==> config.mk <==
export PLATFORM = sky130hd
export DESIGN_NAME = fpu_addsub_mc
export DESIGN_NICKNAME = d
export VERILOG_FILES = /design/src/rtl/fpu_pkg.sv /design/src/rtl/fpu_lzc.sv /design/src/rtl/fpu_addsub_mc.sv
export SDC_FILE = /design/constraint.sdc
export NUM_CORES = 1
export LEC_CHECK = 0
export CORE_MARGIN = 2
export CORE_UTILIZATION = 55
export DETAILED_ROUTE_END_ITERATION = 8
export GPL_TIMING_DRIVEN = 0
export PLACE_DENSITY = 0.74
export SETUP_SLACK_MARGIN = 0.4
export SLEW_MARGIN = 20
export SYNTH_ARGS = -nofsm -noshare
export SYNTH_HDL_FRONTEND = slang
export SYNTH_SLANG_ARGS = --single-unit
==> constraint.sdc <==
create_clock -name clk -period 11 [get_ports clk]
set_clock_uncertainty 0.05 [all_clocks]
set_input_delay 1.65 -clock clk [delete_from_list [all_inputs] [get_ports clk]]
set_output_delay 1.65 -clock clk [all_outputs]
set_load 0.03 [all_outputs]
==> src/rtl/fpu_pkg.sv <==
// rtl/fpu_pkg.sv - shared FSM states, default field widths and special-value patterns for the FP add/sub unit
package fpu_pkg;

  typedef enum logic [2:0] {IDLE, ALIGN, ADD, NORM, ROUND, DONE} state_t;

  localparam int DEF_EXP_W = 8;
  localparam int DEF_MAN_W = 23;
  localparam int DEF_GRS_W = 3;
  localparam int DEF_W     = 1 + DEF_EXP_W + DEF_MAN_W;

  // Patterns are built at this fixed width and sliced down by the user.
  localparam int MAX_W = 64;

  function automatic logic [MAX_W-1:0] inf_bits(input logic sign, input int exp_w, input int man_w);
    logic [MAX_W-1:0] r;
    r = ((MAX_W'(1) << exp_w) - MAX_W'(1)) << man_w;
    r = r | (MAX_W'(sign) << (exp_w + man_w));
    return r;
  endfunction

  function automatic logic [MAX_W-1:0] qnan_bits(input int exp_w, input int man_w);
    logic [MAX_W-1:0] r;
    r = inf_bits(1'b0, exp_w, man_w);
    r = r | (MAX_W'(1) << (man_w - 1));
    return r;
  endfunction

endpackage

==> src/rtl/fpu_lzc.sv <==
// rtl/fpu_lzc.sv - combinational leading-zero counter; an all-zero input reports N
module fpu_lzc #(
  parameter int N  = 27,
  parameter int CW = $clog2(N + 1)
) (
  input  logic [N-1:0]  x,
  output logic [CW-1:0] cnt
);

  logic found;

  always_comb begin
    cnt   = CW'(N);
    found = 1'b0;
    for (int i = N - 1; i >= 0; i--) begin
      if (!found && x[i]) begin
        cnt   = CW'(N - 1 - i);
        found = 1'b1;
      end
    end
  end

endmodule

==> src/rtl/fpu_addsub_mc.sv <==
// rtl/fpu_addsub_mc.sv - multi-cycle RNE floating-point add/subtract, fixed latency
module fpu_addsub_mc
  import fpu_pkg::*;
#(
  parameter int EXP_W = DEF_EXP_W,
  parameter int MAN_W = DEF_MAN_W,
  parameter int GRS_W = DEF_GRS_W
) (
  input  logic                   clk,
  input  logic                   rst,
  input  logic                   start,
  input  logic                   op,
  input  logic [EXP_W+MAN_W:0]   a,
  input  logic [EXP_W+MAN_W:0]   b,
  output logic                   busy,
  output logic                   done,
  output logic [EXP_W+MAN_W:0]   c,
  output logic                   zero,
  output logic                   ovf,
  output logic                   inexact
);

  localparam int W  = 1 + EXP_W + MAN_W;
  localparam int SW = MAN_W + 1;
  localparam int AW = MAN_W + 1 + GRS_W;
  localparam int NW = AW + 1;
  localparam int LW = $clog2(NW + 1);
  localparam int XW = EXP_W + 2;

  localparam logic [MAX_W-1:0] QNAN_FULL = qnan_bits(EXP_W, MAN_W);
  localparam logic [MAX_W-1:0] INF_FULL  = inf_bits(1'b0, EXP_W, MAN_W);
  localparam logic [W-1:0]     QNAN      = QNAN_FULL[W-1:0];
  localparam logic [W-2:0]     INF_MAG   = INF_FULL[W-2:0];
  localparam logic [EXP_W-1:0] EXP_ONES  = '1;
  localparam logic [EXP_W:0]   SHIFT_LIM = (EXP_W + 1)'(AW);
  localparam logic [XW-1:0]    EXP_OVF   = XW'((1 << EXP_W) - 1);

  state_t state;

  logic [W-1:0]  a_q, b_q;
  logic          op_q;
  logic          sign_r, sub_r, spec_r, zero_r;
  logic [W-1:0]  spec_val_r;
  logic [XW-1:0] exp_r;
  logic [AW-1:0] big_r, small_r, nm_r;
  logic [NW-1:0] sum_r;
  logic [W-1:0]  res_r;
  logic          zf_r, of_r, ix_r;

  // Operand unpack; B's sign already folds in the subtract request.
  logic             sa, sb;
  logic [EXP_W-1:0] ea, eb;
  logic [MAN_W-1:0] ma, mb;
  assign {sa, ea, ma} = a_q;
  assign {eb, mb}     = b_q[W-2:0];
  assign sb           = b_q[W-1] ^ op_q;

  logic a_zero, b_zero, a_inf, b_inf, a_nan, b_nan, any_nan;
  assign a_zero  = (ea == '0);
  assign b_zero  = (eb == '0);
  assign a_inf   = (ea == EXP_ONES) && (ma == '0);
  assign b_inf   = (eb == EXP_ONES) && (mb == '0);
  assign a_nan   = (ea == EXP_ONES) && (ma != '0);
  assign b_nan   = (eb == EXP_ONES) && (mb != '0);
  assign any_nan = a_nan || b_nan || (a_inf && b_inf && (sa != sb));

  logic [W-2:0]     mag_a, mag_b;
  logic             a_big;
  logic [SW-1:0]    sig_a, sig_b, s_big, s_small;
  logic [EXP_W-1:0] e_big, e_small, diff;
  assign mag_a   = a_zero ? '0 : {ea, ma};
  assign mag_b   = b_zero ? '0 : {eb, mb};
  assign a_big   = (mag_a >= mag_b);
  assign sig_a   = a_zero ? '0 : {1'b1, ma};
  assign sig_b   = b_zero ? '0 : {1'b1, mb};
  assign s_big   = a_big ? sig_a : sig_b;
  assign s_small = a_big ? sig_b : sig_a;
  assign e_big   = a_big ? ea : eb;
  assign e_small = a_big ? eb : ea;
  assign diff    = e_big - e_small;

  logic [AW-1:0] ext, lost, small_al;
  assign ext = {s_small, {GRS_W{1'b0}}};

  always_comb begin
    lost     = '0;
    small_al = '0;
    if ({1'b0, diff} >= SHIFT_LIM) begin
      small_al = {{(AW-1){1'b0}}, |ext};
    end else begin
      lost     = ext & ~({AW{1'b1}} << diff);
      small_al = (ext >> diff) | {{(AW-1){1'b0}}, |lost};
    end
  end

  logic [NW-1:0] sum_n;
  assign sum_n = sub_r ? ({1'b0, big_r} - {1'b0, small_r}) : ({1'b0, big_r} + {1'b0, small_r});

  // Without a carry the MSB is zero, so the leading one moves up by lz-1.
  logic [LW-1:0] lz, sh;
  fpu_lzc #(.N(NW), .CW(LW)) u_lzc (.x(sum_r), .cnt(lz));
  assign sh = lz - LW'(1);

  logic [AW-1:0] nm_n;
  logic [XW-1:0] exp_n;
  logic          zero_n, sign_n;

  always_comb begin
    nm_n   = '0;
    exp_n  = exp_r;
    zero_n = 1'b0;
    sign_n = sign_r;
    if (sum_r == '0) begin
      zero_n = 1'b1;
      exp_n  = '0;
      if (sub_r) sign_n = 1'b0;
    end else if (sum_r[NW-1]) begin
      nm_n  = {sum_r[NW-1:2], sum_r[1] | sum_r[0]};
      exp_n = exp_r + XW'(1);
    end else begin
      nm_n  = AW'(sum_r << sh);
      exp_n = exp_r - XW'(sh);
    end
    if (!zero_n && (exp_n[XW-1] || exp_n == '0)) begin
      zero_n = 1'b1;
      nm_n   = '0;
      exp_n  = '0;
    end
  end

  logic [SW-1:0]    mant;
  logic             g_bit, rs_bits, inc;
  logic [SW:0]      rnd;
  logic [XW-1:0]    exp_f;
  logic [MAN_W-1:0] man_f;
  assign mant    = nm_r[AW-1:GRS_W];
  assign g_bit   = nm_r[GRS_W-1];
  assign rs_bits = |nm_r[GRS_W-2:0];
  assign inc     = g_bit & (rs_bits | mant[0]);
  assign rnd     = {1'b0, mant} + (SW + 1)'(inc);
  assign exp_f   = exp_r + XW'(rnd[SW]);
  assign man_f   = rnd[SW] ? rnd[MAN_W:1] : rnd[MAN_W-1:0];

  always_ff @(posedge clk or posedge rst) begin
    if (rst) begin
      state   <= IDLE;
      busy    <= 1'b0;
      done    <= 1'b0;
      c       <= '0;
      zero    <= 1'b0;
      ovf     <= 1'b0;
      inexact <= 1'b0;
    end else begin
      done <= 1'b0;
      case (state)
        IDLE: if (start) begin
          state   <= ALIGN;
          busy    <= 1'b1;
          zero    <= 1'b0;
          ovf     <= 1'b0;
          inexact <= 1'b0;
        end
        ALIGN: state <= ADD;
        ADD:   state <= NORM;
        NORM:  state <= ROUND;
        ROUND: state <= DONE;
        DONE: begin
          state   <= IDLE;
          busy    <= 1'b0;
          done    <= 1'b1;
          c       <= res_r;
          zero    <= zf_r;
          ovf     <= of_r;
          inexact <= ix_r;
        end
        default: state <= IDLE;
      endcase
    end
  end

  always_ff @(posedge clk) begin
    case (state)
      IDLE: if (start) begin
        a_q  <= a;
        b_q  <= b;
        op_q <= op;
      end
      ALIGN: begin
        sign_r     <= a_big ? sa : sb;
        sub_r      <= sa ^ sb;
        exp_r      <= {2'b00, e_big};
        big_r      <= {s_big, {GRS_W{1'b0}}};
        small_r    <= small_al;
        spec_r     <= any_nan || a_inf || b_inf;
        spec_val_r <= any_nan ? QNAN : (a_inf ? {sa, INF_MAG} : {sb, INF_MAG});
      end
      ADD: sum_r <= sum_n;
      NORM: begin
        nm_r   <= nm_n;
        exp_r  <= exp_n;
        sign_r <= sign_n;
        zero_r <= zero_n;
      end
      ROUND: begin
        zf_r <= 1'b0;
        of_r <= 1'b0;
        ix_r <= 1'b0;
        if (spec_r) begin
          res_r <= spec_val_r;
        end else if (zero_r) begin
          res_r <= {sign_r, {(W-1){1'b0}}};
          zf_r  <= 1'b1;
        end else if (exp_f >= EXP_OVF) begin
          res_r <= {sign_r, INF_MAG};
          of_r  <= 1'b1;
          ix_r  <= g_bit | rs_bits;
        end else begin
          res_r <= {sign_r, exp_f[EXP_W-1:0], man_f};
          ix_r  <= g_bit | rs_bits;
        end
      end
      default: ;
    endcase
  end

endmodule

==> flow_summary.yaml <==
outcome:
  run_status: "finished clean"
power:
  power_switching_share_pct: 47.8
  cellLeakagePower_uw: 0.00823
  power.density_cell_area_nw_per_um2: 334
  cellInternalPower_uw: 3700
  netSwitchingPower_uw: 3390
  ir_drop_uv: 223
  combPwrFrac_pct: 60.8
  seqPwrFrac_pct: 26.1
  power.share.clock_pct: 13.0
  power.total_uw: 7100
flow_run:
  cap_violations: 0
sta:
  grt_setup_unrepaired: "false"
  finalHoldViolCount: 0
  timing_worst_slew_pin_value_ns: 1.12
  max_freq_mhz: 98.7
  hold-worst-slack_ns: 0.387
  setup_tns_ns: 0
  finalCritPeriodShare_pct: 92.1
  setup_viol_count_final: 0
  layout_setup_ws_ns: 0.864
  report.final.slew_viol_count: 0
  finalWorstPathRequiredPeriod_ns: 10.14
  max-slew-margin-rel_pct: 25.1
final_layout:
  filler_cell_count: 2840
  final_core_util_pct: 63.7
  mostFrequentLayoutCells: "sky130_fd_sc_hd__nand2_1, sky130_fd_sc_hd__edfxtp_1, sky130_fd_sc_hd__nor2_1, sky130_fd_sc_hd__a21oi_1, sky130_fd_sc_hd__o21ai_0"
  layout.cells.most_common: "sky130_fd_sc_hd__nand2_1"
  final_net_count: 2306
  post_route_cells_drive_above_1_share_pct: 8.29
  flow.area_growth_from_synthesis_pct: 14.7
  antennaDiodeCount: 0
hold_path:
  whs_endpoint: "c[7]$_DFFE_PP0P_"
  worstHoldPathType: "reg -> reg"
  whs_path_depth: 2
  holdCritStartpoint: "res_r[7]$_SDFFCE_PP0P_"
clocking:
  tritoncts: "yes"
  ctsHtreeMaxLevel: 1
  cts.sink_count: 262
  post_cts_hold_buffer_count: 0
  clk_pin_slew_ns: 0.06
  cts-buffers-inserted: 28
  clk_root_buffer_cell: "sky130_fd_sc_hd__clkbuf_16"
  ctsLongestPathBuffers: 3
  clk-insertion-delay-late_ns: 0.59
synth:
  netlist_instances: 1989
  post_synthesis_share_of_cell_area_spent_on_full_adders_half_adders_and_majority_gates_pct: 6.75
  asyncSetResetFlopFracSynth_pct: 15.3
  synth_compound_area_share_pct: 16.8
  edff_count_synth: 222
  ys_seq_elements: 262
  synth_simple_gate_area_share_pct: 18.7
  synth_top_flop_cell: "sky130_fd_sc_hd__edfxtp_1"
  post_synth_xor_area_fraction_pct: 3.35
  synth_top_family_by_area: "simple AND/OR/NAND/NOR gates"
  ys_seq_area_share_pct: 41.4
  netlist-cell-type-count: 91
  post_synth_mux_area_share_pct: 8.40
  synth.cell_area_um2: 18500
  post_synth_main_area_contributors: "sky130_fd_sc_hd__edfxtp_1, sky130_fd_sc_hd__ha_1, sky130_fd_sc_hd__nand2_1, sky130_fd_sc_hd__dfrtp_1, sky130_fd_sc_hd__mux2i_1"
  synthesis.nets: 2155
  yosysWarningCount: 0
  synth_largest_type_area_fraction_pct: 36.0
  post_synth.cell_area_avg_um2: 9.32
  yosysTopAreaCell: "sky130_fd_sc_hd__edfxtp_1"
worst_setup_path:
  path_buf_inv: 12
  startpoint_of_the_worst_slack_reg_to_reg_timing_path: "a_q[24]$_DFFE_PP_"
  cp-end-kind: "flip-flop"
  worst_r2r_endpoint: "small_r[0]$_DFFE_PP_"
  timing.critical_path.max_delay_family: "buffers and inverters"
  timing.critical_path.from_type: "flip-flop"
  critPathMaxStageDelay_ns: 0.63
  critical-path-slowest-cell: "sky130_fd_sc_hd__or4_1"
  worst_setup_path_startpoint: "a_q[24]$_DFFE_PP_"
  critPathRequiredTime_ns: 11.24
  critical_path_class: "reg -> reg"
  r2r_cells: 31
  cpMostUsedCell: "sky130_fd_sc_hd__clkbuf_1"
  timing.critical_path.arrival_ns: 10.37
  timing.critical_path.fanout_max: 10
  ff2ff_setup_slack_ns: 0.86
global_routing:
  grt_usage_pct: 32.1
  grt_pass1_vias: 16000
  antenna_violations_before_repair: 0
  grt_overflow: 0
  first_pass_grt_wire_length_um: 88200
  grt_max_degree: 33
route:
  via_per_inst: 6.25
  detail_route.drc_violations: 0
  wirelength_um: 57200
  detailedRoute.firstPassIterationCount: 6
  detailroute.via_count: 16300
  post_drt_wl_per_cell_um: 21.9
  detail_route.iter0.violations: 1361
  route.antenna.remaining_nets: 0
floorplanning:
  start_util_pct: 55.6
  core_area_um2: 33400
  design.die.area_um2: 35200
  die_width_um: 188
  chipHeight_um: 188
  ios: 105
  num_rows: 67
placement:
  post-dp-hpwl_um: 45300
  port_buffers: 104
  gp_congestion: 1.02
  detailedPlace.worstSlack_ns: -0.0291
how the worst max path moves through the flow:
| stage | end | slack [ns] | cells after the start |
|---|---|---|---|
| 2_1_floorplan | inexact$_DFFE_PP0P_ | 1.63 | 3 |
| 3_3_place_gp | zero$_DFFE_PP0P_ | -1.59 | 4 |
| 3_5_place_dp | small_r[0]$_DFFE_PP_ | -0.03 | 31 |
| 4_1_cts | small_r[0]$_DFFE_PP_ | 0.54 | 31 |
| 5_1_grt | small_r[3]$_SDFFCE_PP0P_ | 0.44 | 34 |
| 6_report | small_r[0]$_DFFE_PP_ | 0.86 | 31 |
cells in the mapped netlist (all sizes together), types with 13 or more instances:
master and count:
mux2 27, xnor2 42, o22ai 22, o21bai 17, clkbuf 97, dfrtp 40, or3 17, inv 97
a211oi 20, nor3 48, nand3 50, mux4 25, and2 29, a21o 15, o31ai 13, a21oi 127
edfxtp 222, nor2 159, o21ai 124, a31oi 20, buf 26, xor2 26, mux2i 69, a22oi 19
and3 16, or2 15, nor4 25, ha 96, nor2b 21, nand4 26, nand2 276, nand2b 22
power by group through the flow:
stage          combinational, uW  clock [uW]  sequential [uW]
2_1_floorplan               2870           0             1890
3_3_place_gp                4130           0             1880
3_5_place_dp                4210           0             1860
4_1_cts                     4230         940             1840
5_1_grt                     4650         974             1880
6_report                    4320         926             1850
final cells by class:
class / count / area, um2 / area share [%]
Buffer: 123 / 497 / 2.34
Clock buffer: 39 / 805 / 3.79
Clock inverter: 11 / 108 / 0.506
Inverter: 97 / 364 / 1.71
Multi-Input combinational cell: 1507 / 10100 / 47.3
Sequential cell: 262 / 7670 / 36.1
Tap cell: 448 / 561 / 2.64
Timing Repair Buffer: 121 / 1190 / 5.60
kinds of logic after synthesis:
logic type      after synthesis
simple gates                736
other cells                   1
flops                       262
fa+ha+maj                    99
xor+xnor                     68
mux                         121
compound gates              482
buf+inv                     220
what timing repair did:
item                                   4_1_cts  5_1_grt
setup buffers                                0        0
endpoints found under the hold margin        0        0
gates resized for setup                      2        8
setup endpoints to repair                    3       13
metal layers:
layer  vias up  global-route usage (%)  wire length, um
met5         -                       0                0
met4         0                    18.5             3830
met3       219                    3.80             3070
met2       737                    57.6            28500
met1      7740                    37.0            21800
li1       7613                       -                -
registers in the layout (all words and copies together), names as in the netlist, 3 cells and up:
name,cells
a_q,32
b_q,32
c,32
res_r,32
sum_r,28
nm_r,27
small_r,27
big_r,24
exp_r,10
state,3
worst register-to-register path, delay by kind of cell, from the launching register on:
kind	cells	cell delay, ns
AO/OA/AOI/OAI	10	2.59
adder cells (fa/ha/maj)	2	0.46
buffers and inverters	12	3.45
flip-flops	1	0.38
multiplexers	1	0.46
AND/OR/NAND/NOR	6	2.47
stage by stage:
step / area [um2] / cells
after global placement: 20100 / 2541
final: 21300 / 2608
after CTS: 21200 / 2608
after floorplan: 18500 / 1989
after global routing: 21300 / 2608
after detailed placement: 20300 / 2558
Power figures use the tool's default switching activity.
